[src/rtl/lj16_frame_capture.sv]
// Left-justified 16-bit serial frame capture with framing checks and a holding register.
// Optional silence detector enabled by defining LJ16_MUTE_DETECT_EN.
module lj16_frame_capture (
    input  logic        bck,
    input  logic        rst_n,
    input  logic        lrck,
    input  logic        data,
    input  logic        frame_ready,
    output logic [15:0] frame_l,
    output logic [15:0] frame_r,
    output logic        frame_valid,
    output logic        locked,
    output logic        sync_err,
    output logic        overrun,
    output logic        mute
);

    typedef enum logic [1:0] {SYNC, LEFT, RIGHT} state_t;

    state_t      r_state;
    state_t      w_state_nxt;
    logic        r_lrck_d;
    logic [4:0]  r_cnt;
    logic [4:0]  w_cnt_nxt;
    logic [31:0] r_sr;
    logic [31:0] w_sr_nxt;
    logic [15:0] r_frame_l;
    logic [15:0] r_frame_r;
    logic        r_valid;
    logic        r_locked;
    logic        r_sync_err;
    logic        r_overrun;
    logic        w_err;
    logic        w_done;
    logic        w_load;
    logic        w_rise;
    logic        w_fall;
    logic        w_edge;
    logic        w_full;

    assign w_rise = lrck & ~r_lrck_d;
    assign w_fall = ~lrck & r_lrck_d;
    assign w_edge = w_rise | w_fall;
    assign w_full = (r_cnt == 5'd16);
    assign w_load = w_done & (~r_valid | frame_ready);

    // Every edge samples the MSB of the new channel, so a good edge
    // or a 0->1 resync both restart the bit count at one.
    always_comb begin
        w_state_nxt = r_state;
        w_cnt_nxt   = r_cnt;
        w_sr_nxt    = r_sr;
        w_err       = 1'b0;
        w_done      = 1'b0;
        unique case (r_state)
            SYNC: begin
                if (w_rise) begin
                    w_state_nxt = LEFT;
                    w_cnt_nxt   = 5'd1;
                    w_sr_nxt    = {31'd0, data};
                end
            end
            LEFT: begin
                if (w_edge) begin
                    if (w_full && w_fall) begin
                        w_state_nxt = RIGHT;
                        w_cnt_nxt   = 5'd1;
                        w_sr_nxt    = {r_sr[30:0], data};
                    end else begin
                        w_err = 1'b1;
                        if (w_rise) begin
                            w_state_nxt = LEFT;
                            w_cnt_nxt   = 5'd1;
                            w_sr_nxt    = {31'd0, data};
                        end else begin
                            w_state_nxt = SYNC;
                            w_cnt_nxt   = 5'd0;
                            w_sr_nxt    = 32'd0;
                        end
                    end
                end else if (w_full) begin
                    w_err       = 1'b1;
                    w_state_nxt = SYNC;
                    w_cnt_nxt   = 5'd0;
                    w_sr_nxt    = 32'd0;
                end else begin
                    w_cnt_nxt = r_cnt + 5'd1;
                    w_sr_nxt  = {r_sr[30:0], data};
                end
            end
            RIGHT: begin
                if (w_edge) begin
                    if (!(w_full && w_rise)) begin
                        w_err = 1'b1;
                    end
                    if (w_rise) begin
                        w_state_nxt = LEFT;
                        w_cnt_nxt   = 5'd1;
                        w_sr_nxt    = {31'd0, data};
                    end else begin
                        w_state_nxt = SYNC;
                        w_cnt_nxt   = 5'd0;
                        w_sr_nxt    = 32'd0;
                    end
                end else if (w_full) begin
                    w_err       = 1'b1;
                    w_state_nxt = SYNC;
                    w_cnt_nxt   = 5'd0;
                    w_sr_nxt    = 32'd0;
                end else begin
                    w_cnt_nxt = r_cnt + 5'd1;
                    w_sr_nxt  = {r_sr[30:0], data};
                    w_done    = (r_cnt == 5'd15);
                end
            end
            default: begin
                w_state_nxt = SYNC;
                w_cnt_nxt   = 5'd0;
                w_sr_nxt    = 32'd0;
            end
        endcase
    end

    always_ff @(posedge bck or negedge rst_n) begin
        if (!rst_n) begin
            r_state  <= SYNC;
            r_lrck_d <= 1'b0;
            r_cnt    <= 5'd0;
            r_sr     <= 32'd0;
        end else begin
            r_state  <= w_state_nxt;
            r_lrck_d <= lrck;
            r_cnt    <= w_cnt_nxt;
            r_sr     <= w_sr_nxt;
        end
    end

    // A completed frame is dropped, never overwritten, while the consumer stalls.
    always_ff @(posedge bck or negedge rst_n) begin
        if (!rst_n) begin
            r_frame_l  <= 16'd0;
            r_frame_r  <= 16'd0;
            r_valid    <= 1'b0;
            r_overrun  <= 1'b0;
            r_sync_err <= 1'b0;
            r_locked   <= 1'b0;
        end else begin
            r_sync_err <= w_err;
            r_overrun  <= w_done & r_valid & ~frame_ready;
            if (w_load) begin
                r_frame_l <= w_sr_nxt[31:16];
                r_frame_r <= w_sr_nxt[15:0];
                r_valid   <= 1'b1;
            end else if (frame_ready) begin
                r_valid <= 1'b0;
            end
            if (w_err || (w_state_nxt == SYNC)) begin
                r_locked <= 1'b0;
            end else if (w_done) begin
                r_locked <= 1'b1;
            end
        end
    end

`ifdef LJ16_MUTE_DETECT_EN
    logic [6:0] r_zcnt;
    logic       r_mute;
    logic       w_zero;

    assign w_zero = (w_sr_nxt == 32'd0);

    // Dropped frames still count: detection follows the stream, not the consumer.
    always_ff @(posedge bck or negedge rst_n) begin
        if (!rst_n) begin
            r_zcnt <= 7'd0;
            r_mute <= 1'b0;
        end else if (w_done) begin
            if (w_zero) begin
                if (r_zcnt != 7'd64) begin
                    r_zcnt <= r_zcnt + 7'd1;
                end
                if (r_zcnt == 7'd63) begin
                    r_mute <= 1'b1;
                end
            end else begin
                r_zcnt <= 7'd0;
                r_mute <= 1'b0;
            end
        end
    end

    assign mute = r_mute;
`else
    assign mute = 1'b0;
`endif

    assign frame_l     = r_frame_l;
    assign frame_r     = r_frame_r;
    assign frame_valid = r_valid;
    assign locked      = r_locked;
    assign sync_err    = r_sync_err;
    assign overrun     = r_overrun;

endmodule

[config.mk]
export PLATFORM = sky130hd
export DESIGN_NAME = lj16_frame_capture
export DESIGN_NICKNAME = d
export VERILOG_FILES = /design/src/rtl/lj16_frame_capture.sv
export SDC_FILE = /design/constraint.sdc
export NUM_CORES = 1
export LEC_CHECK = 0
export CORE_UTILIZATION = 25
export DETAILED_ROUTE_END_ITERATION = 12
export SETUP_SLACK_MARGIN = 0.1
export SYNTH_ARGS = -nofsm -noshare
export SYNTH_HDL_FRONTEND = slang
export SYNTH_SLANG_ARGS = --single-unit
[constraint.sdc]
create_clock -name bck -period 3.3 [get_ports bck]
set_input_delay 0.33 -clock bck [delete_from_list [all_inputs] [get_ports bck]]
set_output_delay 0.33 -clock bck [all_outputs]
set_load 0.05 [all_outputs]
After elaboration in Yosys (flattened, before gate mapping)
Cells that the tools add are included.
{"block": "op_classes", "add_sub_neg": 1, "eq_ne": 5, "bitwise": 11, "reduce_logical": 7, "muxes": 34}
{"op": "$mux 32", "count": 5}
{"op": "$pmux 32 s3", "count": 1}
{"op": "$mux 5", "count": 4}
{"op": "$mux 1", "count": 16}
{"op": "$pmux 5 s3", "count": 1}
{"op": "$mux 2", "count": 5}
{"op": "$pmux 2 s3", "count": 1}
{"op": "$add 5x1->5 const B", "count": 1}
{"op": "$and 1x1->1", "count": 5}
{"op": "$eq 5x4->1 const B", "count": 1}
{"op": "$eq 5x5->1 const B", "count": 1}
{"op": "$logic_not 2->1", "count": 2}
{"op": "$not 1->1", "count": 4}
{"op": "$reduce_bool 2->1", "count": 2}
{"op": "$eq 2x1->1 const B", "count": 1}
{"op": "$eq 2x2->1 const B", "count": 1}
{"op": "$logic_and 1x1->1", "count": 2}
{"op": "$ne 2x2->1 const B", "count": 1}
{"op": "$or 1x1->1", "count": 2}
{"op": "$pmux 1 s2", "count": 1}
{"op": "$logic_or 1x1->1", "count": 1}
{"block": "word_totals", "reg_bits": 76, "in_bits": 5, "output_inout_bits": 37}

Logic depth before layout (Yosys ltp)
{"block": "logic_depth", "depth_word": 9, "mapped_depth": 8, "mapped_depth_nobuf": 7}

Worst setup path before layout
No wires, ideal clock.
{"block": "synth_path", "path_kind": "register to register", "from": "reg r_cnt[0]", "to": "reg r_frame_l[2], in the netlist frame_l[2]", "slack_ps": 1490, "n_path_buf": 1, "stages_incl_launch_ff": 9, "period_less_slack_ps": 1810, "arrival_ps": 1728, "setup_time_ps": 83, "cell_sequence": "dfrtp_1 ha_1 and3_1 ha_1 and2_1 nand4_4 or2_2 clkbuf_1 o21ai_0"}
{"block": "synth_via", "elab_chain_len": 5, "word_cells_on_any_way": 12}
{"item": "start, declared", "line_no": "23", "text": "logic [4:0] r_cnt;"}
{"item": "start signal, assigned", "line_no": "133", "text": "r_cnt <= w_cnt_nxt;"}
{"item": "$eq 5x5->1 or $eq 5x4->1 (tied branches)", "line_no": "44, 113"}
{"item": "$logic_and 1x1->1 or $mux 1 (tied branches)", "line_no": "65, 105"}
{"item": "$mux 32 or $mux 1 (tied branches)", "line_no": "65, 92"}
{"item": "$mux 32 or $mux 1 (tied branches)", "line_no": "64, 55"}
{"item": "$pmux 32 s3 or $and 1x1->1 (tied branches)", "line_no": "55, 45"}
{"item": "end signal, assigned", "line_no": "151", "text": "r_frame_l <= w_sr_nxt[31:16];"}
{"item": "end, declared", "line_no": "27", "text": "logic [15:0] r_frame_l;"}
Several ways; a longest one is shown, not always the timed one.
A chain may end at the register's enable or synchronous reset.

Worst setup path after layout
{"block": "layout_path", "from": "in lrck", "to": "reg r_frame_l[8], in the netlist frame_l[8]"}
{"block": "layout_via", "elab_chain_len": 6, "word_cells_on_any_way": 13}
{"item": "start, declared", "line_no": "6", "text": "input logic lrck,"}
{"item": "$not 1->1", "line_no": "42", "text": "assign w_fall = ~lrck & r_lrck_d;"}
{"item": "$and 1x1->1", "line_no": "42"}
{"item": "$logic_and 1x1->1 or $or 1x1->1 (tied branches)", "line_no": "65, 43"}
{"item": "$mux 32 or $mux 1 (tied branches)", "line_no": "65, 92"}
{"item": "$mux 32 or $mux 1 (tied branches)", "line_no": "64, 55"}
{"item": "$pmux 32 s3 or $and 1x1->1 (tied branches)", "line_no": "55, 45"}
Several ways; a longest one is shown, not always the timed one.

==> impl_metrics.env <==
export IMPL_status="finished clean"
export IMPL_layout_nets=346
export IMPL_initial_core_util=0.2598
export IMPL_antenna_found_initial=0
export IMPL_area_delta_synth_final_pct=25.55
export IMPL_tns_ps=0
export IMPL_drive_gt1_frac=0.08333
export IMPL_ctsHoldBuffers=0
export IMPL_grt_overflow_total=0
export IMPL_core_area_mm2=0.01221
export IMPL_r2r_start="r_cnt[0]"
export IMPL_tightest_slew_ps=939.2
export IMPL_postSynth_asyncResetShare=1.000
export IMPL_worstPathArrival_ps=2510
export IMPL_grt_setup_unrepaired="false"
export IMPL_fp_dieW_um=114.7
export IMPL_port_buffer_count=40
export IMPL_grt_pass1_wl_um=11930
export IMPL_synth_ff_type="dfrtp_1"
export IMPL_drt_iter0_markers=158
export IMPL_syn_nets=312
export IMPL_hold_path_class="input pin to asynchronous set/reset pin"
export IMPL_use_met1=0.1584
export IMPL_dp_cells=489
export IMPL_drc=0
export IMPL_syn_cell_area_mm2=0.003173
export IMPL_clkLatencyLatePin_ps=330
export IMPL_cts_buffer_depth=2
export IMPL_die_y_um=114.7
export IMPL_crit_path_start="lrck"
export IMPL_io_pins=42
export IMPL_cp_end_kind="register"
export IMPL_first_pass_iters=4
export IMPL_grt_max_degree=77
export IMPL_path_class="input pin to register"
export IMPL_via_count=2294
export IMPL_ys_top_cells_by_area="dfrtp_1, a22oi_1, o21ai_0"
export IMPL_fin_cells=504
export IMPL_grt_usage=0.1175
export IMPL_synth_yosys_seq_area_share=0.5994
export IMPL_netlist_instances=298
export IMPL_cap_viol_max_count=0
export IMPL_cts_buffers_inserted=9
export IMPL_fp_row_count=40
export IMPL_ir_drop_v=0.0002527
export IMPL_multiInputGateArea_mm2=0.001137
export IMPL_fin_worst_skew_ps=4.261
export IMPL_place_hpwl_um=4657
export IMPL_grt_pass1_vias=2352
export IMPL_timing_final_crit_share=0.6887
export IMPL_layout_min_cycle_time_ps=2273
export IMPL_synth_top_area_share=0.5994
export IMPL_crit_required_ps=3530
export IMPL_register_area_mm2=0.001902
export IMPL_h_tree_depth=3
export IMPL_cts_root_buf="clkbuf_16"
export IMPL_avgRoutedWirePerCell_um=14.16
export IMPL_ys_warn_count=0
export IMPL_post_cts_buffers=0
export IMPL_grt_use_met2=0.1758
export IMPL_syn_mean_instance_area_um2=10.65
export IMPL_final_common_cell="dfrtp_1"
export IMPL_final_cell_mix="dfrtp_1, clkdlybuf4s50_1, nand2_1, nor2_1, o21ai_0"
export IMPL_nFillCells=1264
export IMPL_antennaDiodeCount=0
export IMPL_critPathLaunchType="input pin"
export IMPL_synth_seq_cells=76
export IMPL_yosys_area_top_type="dfrtp_1"
export IMPL_setup_viol=0
export IMPL_maxSlewHeadroom=0.3738
export IMPL_cts_tree="yes"
export IMPL_p_per_area_mw_per_mm2=591.3
export IMPL_drt_wl_total_um=7139
export IMPL_p_leak_uw=0.001789
export IMPL_crit_path_max_fanout=32
export IMPL_post_cts_resized=0
export IMPL_routabilityCongestion=0.7740
export IMPL_fp_dieArea_mm2=0.01315
export IMPL_finalMaxSlewViolations=0
export IMPL_fmax_ghz=0.4400
export IMPL_grt_busiest_layer="met2"
export IMPL_vias_per_cell=4.552
export IMPL_synth_edf_count=0
export IMPL_hold_violations=0
export IMPL_synth_cell_types=41
export IMPL_clk_pin_slew_ps=60
export IMPL_grtUsageMet3=0.03600
export IMPL_detail_route_antenna_nets=0
export IMPL_clock_sinks=76
sequential cells by signal, indices dropped and copies added (netlist names):
register,flops
frame_l,16
frame_valid,1
r_sr,32
r_lrck_d,1
sync_err,1
overrun,1
locked,1
frame_r,16
r_state,2
r_cnt,5
synthesized netlist by cell type, types with 2 or more instances:
| master | number |
|---|---|
| and2_1 | 2 |
| buf_1 | 2 |
| o31ai_1 | 3 |
| or2_2 | 2 |
| a21o_1 | 3 |
| and3_1 | 2 |
| inv_1 | 10 |
| clkbuf_1 | 10 |
| nor2_1 | 35 |
| o21ai_0 | 33 |
| nor2b_1 | 3 |
| dfrtp_1 | 76 |
| a21oi_1 | 4 |
| a22oi_1 | 31 |
| buf_2 | 7 |
| ha_1 | 9 |
| o21ai_1 | 4 |
| nand2_1 | 37 |
| nand2b_1 | 3 |
worst max-delay path, cell delays in order:
cell and delay [ps]:
clkdlybuf4s50_1 500, inv_1 50, ha_1 440, nand3b_1 270
mux2i_2 170, buf_4 350, a22oi_1 150, o21ai_0 210
metal layers:
layer | vias up | wire length (um) | share of wire
li1 | 1103 | - | -
met1 | 1143 | 3369 | 0.47
met2 | 42 | 3293 | 0.46
met3 | 6 | 414 | 0.058
met4 | 0 | 61 | 0.0085
met5 | - | 0 | 0
report_power, final:
part / switching [uW] / leakage, uW / total, uW / internal (uW)
logic: 330 / 0.000604 / 471 / 141
clock network: 355 / 0.000131 / 879 / 523
registers: 32.3 / 0.00105 / 1010 / 974
kinds of logic after synthesis:
logic type,count (synthesis),synth area share
simple gates,92,0.1356
compound gates,86,0.1743
flops,76,0.5994
buf+inv,31,0.04298
fa+ha+maj,9,0.03549
mux,3,0.01104
other cells,1,0.001182
path summary, 6_finish.rpt:
kind,to,slack [ps],depth (start not counted)
setup / recovery,frame_l[8],1030,8
hold / removal,r_cnt[4],140,1
setup reg to reg,locked,1160,7
hold reg to reg,frame_l[10],480,2
max in group asynchronous,frame_r[9],2550,1
min in group bck,frame_l[10],480,2
cell type report:
type,instances,share of cell area
Clock inverter,4,0.006595
Inverter,10,0.009422
Multi-Input combinational cell,191,0.2855
Timing Repair Buffer,44,0.1074
Sequential cell,76,0.4774
Clock buffer,11,0.06093
Tap cell,168,0.05276
through the flow:
stage | total power (uW) | hold WS [ps] | cell area [um2] | setup slack, ps | util
floorplan | 1367 | 34.41 | 3173 | 1490 | -
global placement | 1481 | 468.3 | 3715 | 782.5 | 0.3042
detailed placement | 1494 | 473.4 | 3715 | 713.3 | 0.3042
CTS | 2385 | 195.7 | 3984 | 1063 | 0.3262
global route | 2481 | 228.1 | 3984 | 919.3 | 0.3262
finish | 2356 | 142.2 | 3984 | 1027 | 0.3262
(Power assumes the default switching activity.)
